## config.mk

```make
export PLATFORM = sky130hd
export DESIGN_NAME = rv_decode_stage_flat
export DESIGN_NICKNAME = d
export VERILOG_FILES = /design/src/rtl/rv_decode_stage_if.sv /design/src/rtl/rv_decode_stage.sv /design/src/flat_wrapper.sv
export SDC_FILE = /design/constraint.sdc
export NUM_CORES = 1
export LEC_CHECK = 0
export CORE_ASPECT_RATIO = 1.75
export CORE_MARGIN = 10
export CORE_UTILIZATION = 45
export DETAILED_ROUTE_END_ITERATION = 6
export PLACE_DENSITY = 0.88
export REMOVE_ABC_BUFFERS = 1
export SYNTH_ARGS = -nofsm -noshare
export SYNTH_HDL_FRONTEND = slang
export SYNTH_SLANG_ARGS = --single-unit
export TNS_END_PERCENT = 30
```

## constraint.sdc

```tcl
create_clock -name clk -period 9.5 [get_ports clk]
set_input_delay 2.375 -clock clk [delete_from_list [all_inputs] [get_ports clk]]
set_output_delay 2.375 -clock clk [all_outputs]
set_load 0.01 [all_outputs]
```

## src/rtl/rv_decode_stage_if.sv

```systemverilog
// Fetch -> decode -> execute handshake and decoded-bundle bus for rv_decode_stage.
//   in_valid/in_ready/in_instr/in_pc : fetch side, valid/ready capture
//   flush                            : kill held and incoming instruction
//   out_valid/out_ready + bundle     : execute side, registered decoded fields
// Modports: slave = decode stage, master = surrounding pipeline / testbench.
interface rv_decode_stage_if #(
    parameter int unsigned XLEN       = 32,
    parameter int unsigned PC_W       = 32,
    parameter int unsigned ALU_CTRL_W = 5
);
    logic                  in_valid;
    logic                  in_ready;
    logic [31:0]           in_instr;
    logic [PC_W-1:0]       in_pc;
    logic                  flush;
    logic                  out_valid;
    logic                  out_ready;
    logic [PC_W-1:0]       out_pc;
    logic [4:0]            rs1;
    logic [4:0]            rs2;
    logic [4:0]            rd;
    logic [2:0]            fun3;
    logic [XLEN-1:0]       imm;
    logic [ALU_CTRL_W-1:0] alu_control;
    logic                  operand_b;
    logic                  reg_write;
    logic                  mem_to_reg;
    logic                  mem_en;
    logic                  load;
    logic                  store;
    logic                  branch;
    logic                  jal;
    logic                  jalr;
    logic [1:0]            imm_sel;
    logic [1:0]            rd_sel;
    logic                  illegal;

    modport slave (
        input  in_valid, in_instr, in_pc, flush, out_ready,
        output in_ready, out_valid, out_pc, rs1, rs2, rd, fun3, imm, alu_control,
               operand_b, reg_write, mem_to_reg, mem_en, load, store, branch, jal, jalr,
               imm_sel, rd_sel, illegal
    );

    modport master (
        output in_valid, in_instr, in_pc, flush, out_ready,
        input  in_ready, out_valid, out_pc, rs1, rs2, rd, fun3, imm, alu_control,
               operand_b, reg_write, mem_to_reg, mem_en, load, store, branch, jal, jalr,
               imm_sel, rd_sel, illegal
    );
endinterface

```

## src/rtl/rv_decode_stage.sv

```systemverilog
// Registered RV32/RV64 instruction decoder for the ID stage.
// Decodes raw instructions (opcode class, fun3/fun7 legality, sign-extended
// immediate, ALU code) into a single-entry valid/ready pipeline register.
// Ports:
//   clk, rst      : clock (rising edge), asynchronous active-high reset
//   bus (slave)   : fetch handshake, flush, execute handshake and decoded bundle
//   decoded_cnt   : count of legal bundles handed to execute (wraps)
// Optional feature: define RV_MEXT_EN to decode the M extension (fun7 0000001).
module rv_decode_stage #(
    parameter int unsigned XLEN       = 32,
    parameter int unsigned PC_W       = 32,
    parameter int unsigned ALU_CTRL_W = 5,
    parameter int unsigned CNT_W      = 16
) (
    input  logic             clk,
    input  logic             rst,
    rv_decode_stage_if.slave bus,
    output logic [CNT_W-1:0] decoded_cnt
);

    localparam logic [6:0] OP_R      = 7'b0110011;
    localparam logic [6:0] OP_I      = 7'b0010011;
    localparam logic [6:0] OP_LOAD   = 7'b0000011;
    localparam logic [6:0] OP_STORE  = 7'b0100011;
    localparam logic [6:0] OP_BRANCH = 7'b1100011;
    localparam logic [6:0] OP_JAL    = 7'b1101111;
    localparam logic [6:0] OP_JALR   = 7'b1100111;

    localparam logic [ALU_CTRL_W-1:0] ALU_ADD  = ALU_CTRL_W'(0);
    localparam logic [ALU_CTRL_W-1:0] ALU_SUB  = ALU_CTRL_W'(1);
    localparam logic [ALU_CTRL_W-1:0] ALU_SLL  = ALU_CTRL_W'(2);
    localparam logic [ALU_CTRL_W-1:0] ALU_SLT  = ALU_CTRL_W'(3);
    localparam logic [ALU_CTRL_W-1:0] ALU_SLTU = ALU_CTRL_W'(4);
    localparam logic [ALU_CTRL_W-1:0] ALU_XOR  = ALU_CTRL_W'(5);
    localparam logic [ALU_CTRL_W-1:0] ALU_SRL  = ALU_CTRL_W'(6);
    localparam logic [ALU_CTRL_W-1:0] ALU_SRA  = ALU_CTRL_W'(7);
    localparam logic [ALU_CTRL_W-1:0] ALU_OR   = ALU_CTRL_W'(8);
    localparam logic [ALU_CTRL_W-1:0] ALU_AND  = ALU_CTRL_W'(9);
`ifdef RV_MEXT_EN
    localparam logic [ALU_CTRL_W-1:0] ALU_MUL  = ALU_CTRL_W'(10);
`endif

    typedef struct packed {
        logic [PC_W-1:0]       pc;
        logic [4:0]            rs1;
        logic [4:0]            rs2;
        logic [4:0]            rd;
        logic [2:0]            fun3;
        logic [XLEN-1:0]       imm;
        logic [ALU_CTRL_W-1:0] alu_control;
        logic                  operand_b;
        logic                  reg_write;
        logic                  mem_to_reg;
        logic                  mem_en;
        logic                  load;
        logic                  store;
        logic                  branch;
        logic                  jal;
        logic                  jalr;
        logic [1:0]            imm_sel;
        logic [1:0]            rd_sel;
        logic                  illegal;
    } bundle_t;

    logic [31:0]      instr;
    logic [6:0]       opcode;
    logic [2:0]       fun3;
    logic [6:0]       fun7;
    logic [XLEN-1:0]  imm_i, imm_s, imm_b, imm_j;
    logic             slli_ok, srxi_ok;
    bundle_t          dec_c;
    bundle_t          bundle_q, bundle_d;
    logic             out_valid_q, out_valid_d;
    logic [CNT_W-1:0] cnt_q, cnt_d;
    logic             in_ready_c, capture_c, handoff_c;

    assign instr  = bus.in_instr;
    assign opcode = instr[6:0];
    assign fun3   = instr[14:12];
    assign fun7   = instr[31:25];

    // Immediate formats, all sign-extended from instr[31]
    assign imm_i = {{(XLEN-12){instr[31]}}, instr[31:20]};
    assign imm_s = {{(XLEN-12){instr[31]}}, instr[31:25], instr[11:7]};
    assign imm_b = {{(XLEN-13){instr[31]}}, instr[31], instr[7], instr[30:25], instr[11:8], 1'b0};
    assign imm_j = {{(XLEN-21){instr[31]}}, instr[31], instr[19:12], instr[20], instr[30:21], 1'b0};

    // Shift-immediate upper bits; on RV64 instr[25] is shamt[5] and is free
    assign slli_ok = (XLEN == 64) ? (instr[31:26] == 6'd0) : (instr[31:25] == 7'd0);
    assign srxi_ok = !instr[31] && (instr[29:26] == 4'd0) && ((XLEN == 64) || !instr[25]);

    // Instruction decode of the incoming fetch word
    always_comb begin
        dec_c             = '0;
        dec_c.pc          = bus.in_pc;
        dec_c.rs1         = instr[19:15];
        dec_c.rs2         = instr[24:20];
        dec_c.rd          = instr[11:7];
        dec_c.fun3        = fun3;
        dec_c.alu_control = ALU_ADD;
        case (opcode)
            OP_R: begin
                dec_c.reg_write = 1'b1;
                case (fun7)
                    7'b0000000: begin
                        case (fun3)
                            3'b000:  dec_c.alu_control = ALU_ADD;
                            3'b001:  dec_c.alu_control = ALU_SLL;
                            3'b010:  dec_c.alu_control = ALU_SLT;
                            3'b011:  dec_c.alu_control = ALU_SLTU;
                            3'b100:  dec_c.alu_control = ALU_XOR;
                            3'b101:  dec_c.alu_control = ALU_SRL;
                            3'b110:  dec_c.alu_control = ALU_OR;
                            default: dec_c.alu_control = ALU_AND;
                        endcase
                    end
                    7'b0100000: begin
                        if (fun3 == 3'b000)      dec_c.alu_control = ALU_SUB;
                        else if (fun3 == 3'b101) dec_c.alu_control = ALU_SRA;
                        else                     dec_c.illegal     = 1'b1;
                    end
`ifdef RV_MEXT_EN
                    // MUL..REMU are consecutive codes in fun3 order
                    7'b0000001: dec_c.alu_control = ALU_MUL + ALU_CTRL_W'(fun3);
`endif
                    default: dec_c.illegal = 1'b1;
                endcase
            end
            OP_I: begin
                dec_c.reg_write = 1'b1;
                dec_c.operand_b = 1'b1;
                case (fun3)
                    3'b000:  dec_c.alu_control = ALU_ADD;
                    3'b010:  dec_c.alu_control = ALU_SLT;
                    3'b011:  dec_c.alu_control = ALU_SLTU;
                    3'b100:  dec_c.alu_control = ALU_XOR;
                    3'b110:  dec_c.alu_control = ALU_OR;
                    3'b111:  dec_c.alu_control = ALU_AND;
                    3'b001: begin
                        dec_c.alu_control = ALU_SLL;
                        dec_c.illegal     = !slli_ok;
                    end
                    default: begin
                        dec_c.alu_control = instr[30] ? ALU_SRA : ALU_SRL;
                        dec_c.illegal     = !srxi_ok;
                    end
                endcase
            end
            OP_LOAD: begin
                dec_c.reg_write  = 1'b1;
                dec_c.operand_b  = 1'b1;
                dec_c.mem_to_reg = 1'b1;
                dec_c.load       = 1'b1;
                dec_c.rd_sel     = 2'b01;
                case (fun3)
                    3'b000, 3'b001, 3'b010, 3'b100, 3'b101: dec_c.illegal = 1'b0;
                    3'b011, 3'b110:                         dec_c.illegal = (XLEN != 64);
                    default:                                dec_c.illegal = 1'b1;
                endcase
            end
            OP_STORE: begin
                dec_c.operand_b = 1'b1;
                dec_c.mem_en    = 1'b1;
                dec_c.store     = 1'b1;
                dec_c.imm_sel   = 2'b01;
                if (fun3 == 3'b011) dec_c.illegal = (XLEN != 64);
                else                dec_c.illegal = fun3[2];
            end
            OP_BRANCH: begin
                dec_c.operand_b = 1'b1;
                dec_c.branch    = 1'b1;
                dec_c.imm_sel   = 2'b10;
                dec_c.illegal   = (fun3[2:1] == 2'b01);
            end
            OP_JAL: begin
                dec_c.reg_write = 1'b1;
                dec_c.operand_b = 1'b1;
                dec_c.jal       = 1'b1;
                dec_c.imm_sel   = 2'b11;
                dec_c.rd_sel    = 2'b10;
            end
            OP_JALR: begin
                dec_c.reg_write = 1'b1;
                dec_c.operand_b = 1'b1;
                dec_c.jalr      = 1'b1;
                dec_c.rd_sel    = 2'b10;
                dec_c.illegal   = (fun3 != 3'b000);
            end
            default: dec_c.illegal = 1'b1;
        endcase

        // Illegal encodings reach execute with every strobe and code quiet
        if (dec_c.illegal) begin
            dec_c.alu_control = '0;
            dec_c.operand_b   = 1'b0;
            dec_c.reg_write   = 1'b0;
            dec_c.mem_to_reg  = 1'b0;
            dec_c.mem_en      = 1'b0;
            dec_c.load        = 1'b0;
            dec_c.store       = 1'b0;
            dec_c.branch      = 1'b0;
            dec_c.jal         = 1'b0;
            dec_c.jalr        = 1'b0;
            dec_c.imm_sel     = 2'b00;
            dec_c.rd_sel      = 2'b00;
        end

        case (dec_c.imm_sel)
            2'b00:   dec_c.imm = imm_i;
            2'b01:   dec_c.imm = imm_s;
            2'b10:   dec_c.imm = imm_b;
            default: dec_c.imm = imm_j;
        endcase
    end

    assign in_ready_c = !out_valid_q || bus.out_ready;
    assign capture_c  = bus.in_valid && in_ready_c;
    assign handoff_c  = out_valid_q && bus.out_ready;

    // Pipeline register and counter next-state; flush overrides capture and hold
    always_comb begin
        bundle_d    = bundle_q;
        out_valid_d = out_valid_q;
        cnt_d       = cnt_q;
        if (handoff_c && !bundle_q.illegal && !bus.flush) begin
            cnt_d = cnt_q + CNT_W'(1);
        end
        if (bus.flush) begin
            out_valid_d = 1'b0;
        end else if (capture_c) begin
            out_valid_d = 1'b1;
            bundle_d    = dec_c;
        end else if (handoff_c) begin
            out_valid_d = 1'b0;
        end
    end

    always_ff @(posedge clk or posedge rst) begin
        if (rst) begin
            out_valid_q <= 1'b0;
            bundle_q    <= '0;
            cnt_q       <= '0;
        end else begin
            out_valid_q <= out_valid_d;
            bundle_q    <= bundle_d;
            cnt_q       <= cnt_d;
        end
    end

    assign bus.in_ready    = in_ready_c;
    assign bus.out_valid   = out_valid_q;
    assign bus.out_pc      = bundle_q.pc;
    assign bus.rs1         = bundle_q.rs1;
    assign bus.rs2         = bundle_q.rs2;
    assign bus.rd          = bundle_q.rd;
    assign bus.fun3        = bundle_q.fun3;
    assign bus.imm         = bundle_q.imm;
    assign bus.alu_control = bundle_q.alu_control;
    assign bus.operand_b   = bundle_q.operand_b;
    assign bus.reg_write   = bundle_q.reg_write;
    assign bus.mem_to_reg  = bundle_q.mem_to_reg;
    assign bus.mem_en      = bundle_q.mem_en;
    assign bus.load        = bundle_q.load;
    assign bus.store       = bundle_q.store;
    assign bus.branch      = bundle_q.branch;
    assign bus.jal         = bundle_q.jal;
    assign bus.jalr        = bundle_q.jalr;
    assign bus.imm_sel     = bundle_q.imm_sel;
    assign bus.rd_sel      = bundle_q.rd_sel;
    assign bus.illegal     = bundle_q.illegal;
    assign decoded_cnt     = cnt_q;

endmodule
```

## src/flat_wrapper.sv

```systemverilog
// flat-port wrapper written by rule: the top's interface ports become plain ports
module rv_decode_stage_flat 
#(
    parameter int unsigned XLEN       = 32,
    parameter int unsigned PC_W       = 32,
    parameter int unsigned ALU_CTRL_W = 5,
    parameter int unsigned CNT_W      = 16
)
  (clk, rst, decoded_cnt, bus_in_valid, bus_in_instr, bus_in_pc, bus_flush, bus_out_ready, bus_in_ready, bus_out_valid, bus_out_pc, bus_rs1, bus_rs2, bus_rd, bus_fun3, bus_imm, bus_alu_control, bus_operand_b, bus_reg_write, bus_mem_to_reg, bus_mem_en, bus_load, bus_store, bus_branch, bus_jal, bus_jalr, bus_imm_sel, bus_rd_sel, bus_illegal);
  rv_decode_stage_if #(.XLEN(XLEN), .PC_W(PC_W), .ALU_CTRL_W(ALU_CTRL_W)) bus_i ();
  input  logic clk;
  input  logic rst;
  output logic [CNT_W-1:0] decoded_cnt;
  input wire logic [$bits(bus_i.in_valid)-1:0] bus_in_valid;
  input wire logic [$bits(bus_i.in_instr)-1:0] bus_in_instr;
  input wire logic [$bits(bus_i.in_pc)-1:0] bus_in_pc;
  input wire logic [$bits(bus_i.flush)-1:0] bus_flush;
  input wire logic [$bits(bus_i.out_ready)-1:0] bus_out_ready;
  output wire logic [$bits(bus_i.in_ready)-1:0] bus_in_ready;
  output wire logic [$bits(bus_i.out_valid)-1:0] bus_out_valid;
  output wire logic [$bits(bus_i.out_pc)-1:0] bus_out_pc;
  output wire logic [$bits(bus_i.rs1)-1:0] bus_rs1;
  output wire logic [$bits(bus_i.rs2)-1:0] bus_rs2;
  output wire logic [$bits(bus_i.rd)-1:0] bus_rd;
  output wire logic [$bits(bus_i.fun3)-1:0] bus_fun3;
  output wire logic [$bits(bus_i.imm)-1:0] bus_imm;
  output wire logic [$bits(bus_i.alu_control)-1:0] bus_alu_control;
  output wire logic [$bits(bus_i.operand_b)-1:0] bus_operand_b;
  output wire logic [$bits(bus_i.reg_write)-1:0] bus_reg_write;
  output wire logic [$bits(bus_i.mem_to_reg)-1:0] bus_mem_to_reg;
  output wire logic [$bits(bus_i.mem_en)-1:0] bus_mem_en;
  output wire logic [$bits(bus_i.load)-1:0] bus_load;
  output wire logic [$bits(bus_i.store)-1:0] bus_store;
  output wire logic [$bits(bus_i.branch)-1:0] bus_branch;
  output wire logic [$bits(bus_i.jal)-1:0] bus_jal;
  output wire logic [$bits(bus_i.jalr)-1:0] bus_jalr;
  output wire logic [$bits(bus_i.imm_sel)-1:0] bus_imm_sel;
  output wire logic [$bits(bus_i.rd_sel)-1:0] bus_rd_sel;
  output wire logic [$bits(bus_i.illegal)-1:0] bus_illegal;
  assign bus_i.in_valid = bus_in_valid;
  assign bus_i.in_instr = bus_in_instr;
  assign bus_i.in_pc = bus_in_pc;
  assign bus_i.flush = bus_flush;
  assign bus_i.out_ready = bus_out_ready;
  assign bus_in_ready = bus_i.in_ready;
  assign bus_out_valid = bus_i.out_valid;
  assign bus_out_pc = bus_i.out_pc;
  assign bus_rs1 = bus_i.rs1;
  assign bus_rs2 = bus_i.rs2;
  assign bus_rd = bus_i.rd;
  assign bus_fun3 = bus_i.fun3;
  assign bus_imm = bus_i.imm;
  assign bus_alu_control = bus_i.alu_control;
  assign bus_operand_b = bus_i.operand_b;
  assign bus_reg_write = bus_i.reg_write;
  assign bus_mem_to_reg = bus_i.mem_to_reg;
  assign bus_mem_en = bus_i.mem_en;
  assign bus_load = bus_i.load;
  assign bus_store = bus_i.store;
  assign bus_branch = bus_i.branch;
  assign bus_jal = bus_i.jal;
  assign bus_jalr = bus_i.jalr;
  assign bus_imm_sel = bus_i.imm_sel;
  assign bus_rd_sel = bus_i.rd_sel;
  assign bus_illegal = bus_i.illegal;
  rv_decode_stage #(.XLEN(XLEN), .PC_W(PC_W), .ALU_CTRL_W(ALU_CTRL_W), .CNT_W(CNT_W)) u_core (.clk(clk), .rst(rst), .bus(bus_i), .decoded_cnt(decoded_cnt));
endmodule
```

Word-level counts from Yosys, hierarchy flattened
Index checks and enable logic that the tools add are counted.
{"block": "totals", "out_inout_bits": 119, "regBits": 107}
{"block": "op_classes", "reduce_logical": 26, "bitwise_logic": 1, "muxes": 28, "eq_ne": 18, "addsub": 1}
{"cell": "case mux 20 bit (3 select lines)", "n": 1}
{"cell": "case mux 5 bit (7 select lines)", "n": 1}
{"cell": "case mux 4 bit (7 select lines)", "n": 1}
{"cell": "equality test 7 x 6 -> 1 bit (second input constant)", "n": 3}
{"cell": "equality test 7 bit (second input constant)", "n": 3}
{"cell": "case mux 5 bit (2 select lines)", "n": 2}
{"cell": "two-way mux 18 bit", "n": 1}
{"cell": "adder 16 x 1 -> 16 bit (second input constant)", "n": 1}
{"cell": "two-way mux 1 bit", "n": 15}
{"cell": "equality test 3 bit (second input constant)", "n": 4}
{"cell": "OR reduction 6 bit", "n": 2}
{"cell": "OR reduction 5 bit", "n": 2}
{"cell": "equality test 7 x 2 -> 1 bit (second input constant)", "n": 1}
{"cell": "equality test 7 x 5 -> 1 bit (second input constant)", "n": 1}
{"cell": "zero test 1 bit", "n": 7}
{"cell": "zero test 7 bit", "n": 1}
{"cell": "case mux 1 bit (7 select lines)", "n": 1}
{"cell": "equality test 3 x 2 -> 1 bit (second input constant)", "n": 2}
{"cell": "logical AND 1 bit", "n": 6}
{"cell": "two-way mux 3 bit", "n": 2}
{"cell": "case mux 2 bit (3 select lines)", "n": 1}
{"cell": "nonzero test 3 bit", "n": 2}
{"cell": "equality test 2 x 1 -> 1 bit (second input constant)", "n": 2}
{"cell": "zero test 4 bit", "n": 1}
{"cell": "other kinds (10)", "n": 11}

Logic depth before layout (Yosys ltp)
{"block": "logic_depth", "word_depth": 9, "mapped_depth": 7, "ltp_nobuf": 6}

Worst setup path before layout
No wires, ideal clock.
{"block": "synth_timing", "path_type": "input to output", "from": "input bus_out_ready", "to": "output bus_in_ready", "path_buffers": 0, "slack_ns": 4.458, "required_ns": 7.125, "t_arrival_ns": 2.667, "path_stages": 2, "cell_sequence": "nor2b_1 inv_1"}
{"block": "synth_between", "elab_chain_cells": 1}
{"item": "start, declared", "line_no": "flat_wrapper.sv:18", "source": "input wire logic [$bits(bus_i.out_ready)-1:0] bus_out_ready;"}
{"item": "logical OR 1 bit", "line_no": "rv_decode_stage.sv:216", "source": "assign in_ready_c = !out_valid_q || bus.out_ready;"}
{"item": "end, declared", "line_no": "flat_wrapper.sv:19", "source": "output wire logic [$bits(bus_i.in_ready)-1:0] bus_in_ready;"}
No other way between the ends.

Final worst setup path
Ends and elaborated chain as after synthesis.

==> impl_metrics.ini <==
[outcome]
status = finished clean

[clock_network]
hold_buffers = 0
cts-root-buf = clkbuf_16
cts_resized = 0
cts_num_sinks = 104
cts_tree = built
cts_made_buffers = 9
clkTransAtPathRegs_ns = 0.06
cts_setup_buffers = 0
cts_max_path_buffers = 2
htree_levels = 3
clock_latency_ns = 0.34

[pwr]
max-vdd-ir-drop_v = 0.0001052
p_per_area_mw_per_mm2 = 173.7
total_power_mw = 1.175
p_leak_nw = 3.108

[setup_path]
required_ns = 7.13
max_stage_delay_ns = 0.51
cp_top_family = buffers and inverters
cp.arrival_ns = 3.72
startpoint_type = input port
worstSetupPathType = input port to output port
crit_buf_inv = 3
cp_common_cell = clkdlybuf4s50_1
path_cells = clkdlybuf4s50_1 -> nor2b_1 -> inv_1 -> clkdlybuf4s50_1
crit_fanout = 3
critPathSlowestCell = clkdlybuf4s50_1
endpoint_kind = output port

[global_route]
grt_pass1_wl_mm = 23.07
antenna_found_initial = 0
overflow = 0
track_usage = 0.1882
grt_pass1_vias = 4384
grt_max_degree = 105

[placed_design]
place_ws_ns = 3.427
gp_congestion = 0.8080
dp.cells = 780
portBuffers = 186
hpwl_mm = 10.96

[sta]
setup_tns_ns = 0
period_share = 0.6411
max_slew_margin = 0.3349
finalHoldViolations = 0
rsz0062_at_grt = false
finalCriticalPeriod_ns = 6.090
worst_pin_slew_ns = 0.9843
drv_slew = 0
finalClockSkew_ns = 0.01055
worst_slack_ns = 3.410
fmax_ghz = 0.1642
setup_viol = 0

[synth]
synth.distinct_cells = 53
ys.flop_type = dfrtp_1
yosys-top-cells-area = dfrtp_1, nand2_1, o21ai_0, buf_4, xnor2_1
synth_top_area_cell = dfrtp_1
synth_cells = 503
synthArstFlopShare = 1.000
ys_ff_latch = 104
syn_area_sq_mm = 0.004629
avgSynthCellArea_sq_um = 9.204
synth_common_cells = nand2_1, dfrtp_1, o21ai_0, clkbuf_1
synth.most_common_cell = nand2_1
synth_warnings = 0
synth_edf_count = 0
synth_top_area_share = 0.5622
ys_seq_area_frac = 0.5622

[final_layout]
antenna_cells = 0
utilization = 0.6646
drive_gt1_frac = 0.04341
finalNonFillerCells = 795
area_growth_pct = 46.11
final_nets = 734

[detailed_routing]
vias_per_cell = 5.199
finalWirelength_mm = 14.41
antenna_left = 0
drtIter0Drc = 158
drcViolationCount = 0
dr_total_vias = 4133
drt_first_pass_iters = 5
routedWlPerCell_um = 18.12

[floorplan]
die-area_sq_mm = 0.01490
fp.dieH_um = 154.2
start_util = 0.4549
die_w_um = 96.67
ios = 188
core-area_sq_mm = 0.01018
rows = 49

[flow_run]
drv_cap = 0

[min_path]
hp-class = register to register
==> where the power goes <==
part | switching, mW | internal (mW) | leakage, nW | total [mW]
logic | 0.119 | 0.139 | 1.63 | 0.258
clock network | 0.161 | 0.238 | 0.156 | 0.399
registers | 0.0284 | 0.489 | 1.32 | 0.518
==> kinds of logic (layout without fill, tap and decap cells) <==
logic type      after synthesis  count (layout)  synth area share
flops                       104             104            0.5622
simple gates                265             265            0.2451
buf+inv                      47             212           0.05784
compound gates               65              65           0.09190
other cells                   1               1         0.0008100
mux                           5               5           0.01108
xor+xnor                     15              15           0.02838
fa+ha+maj                     1               1          0.002702
==> cell usage in the layout (no fill, tap or decap), drive strengths merged, types with 2 or more instances in the layout <==
cell type      synthesis  final
bufinv                 0      2
o21a                   2      2
inv                    8      9
a22o                   2      2
and2                   2      2
o31ai                  4      4
clkbuf                20     11
a21oi                 13     13
nor3                   3      3
xor2                   3      3
and4                   2      2
nand3                 10     10
or3                    3      3
nand4                  5      5
o21ai                 28     28
xnor2                 12     12
and3                   2      2
clkdlybuf4s50          0    186
a31oi                  2      2
or2                    2      2
nand2b                 2      2
buf                   19      3
mux2i                  4      4
nor2                  15     15
dfrtp                104    104
o2111ai                3      3
a2111oi                2      2
nand2                205    205
nor2b                  4      4
a41oi                  3      3
==> path summary, 6_finish.rpt <==
| check | startpoint | to | slack [ns] | depth (start not counted) |
|---|---|---|---|---|
| max | bus_out_ready | bus_in_ready | 3.41 | 4 |
| min in group asynchronous | rst | u_core.bus.out_pc[19] | 2.42 | 2 |
| min reg2reg | u_core.bus.out_pc[14] | u_core.bus.out_pc[14] | 0.48 | 2 |
| min | u_core.bus.out_pc[14] | u_core.bus.out_pc[14] | 0.48 | 2 |
| max in group asynchronous | rst | u_core.bus.rd_sel[1] | 5.88 | 3 |
| max reg2reg | u_core.bus.illegal | u_core.decoded_cnt[11] | 7.07 | 5 |
==> flip-flops by register name, indices dropped and copies added (netlist names), 2 cells and up <==
signal	flops
u_core.bus.alu_control	4
u_core.bus.fun3	3
u_core.bus.imm	21
u_core.bus.imm_sel	2
u_core.bus.out_pc	32
u_core.bus.rd	5
u_core.bus.rd_sel	2
u_core.bus.rs1	5
u_core.bus.rs2	5
u_core.decoded_cnt	16
==> metal layers <==
layer  routed length, um  track usage
met2                7811       0.3389
met4                 481      0.08539
met1                5042       0.1912
met5                   0            0
met3                1070      0.06244
==> area by class of cell <==
class | instances | area, sq um
Timing Repair Buffer | 189 | 1884
Sequential cell | 104 | 2603
Clock buffer | 11 | 242.7
Fill cell | 860 | 3413
Inverter | 8 | 32.53
Tap cell | 127 | 158.9
Multi-Input combinational cell | 352 | 1765
Clock inverter | 4 | 77.57
==> through the flow <==
stage | hold WS [ns] | area [sq um]
2_1_floorplan | 0.5075 | 4392
3_3_place_gp | 0.4560 | 6444
3_5_place_dp | 0.4610 | 6444
4_1_cts | 0.4754 | 6764
5_1_grt | 0.4803 | 6764
6_report | 0.4774 | 6764
==> tightest hold or removal path, stage by stage, from the launching register on <==
cell and delay (ns):
dfrtp_1 0.34, nand2_1 0.05, nand2_1 0.06
(Power assumes the default switching activity.)
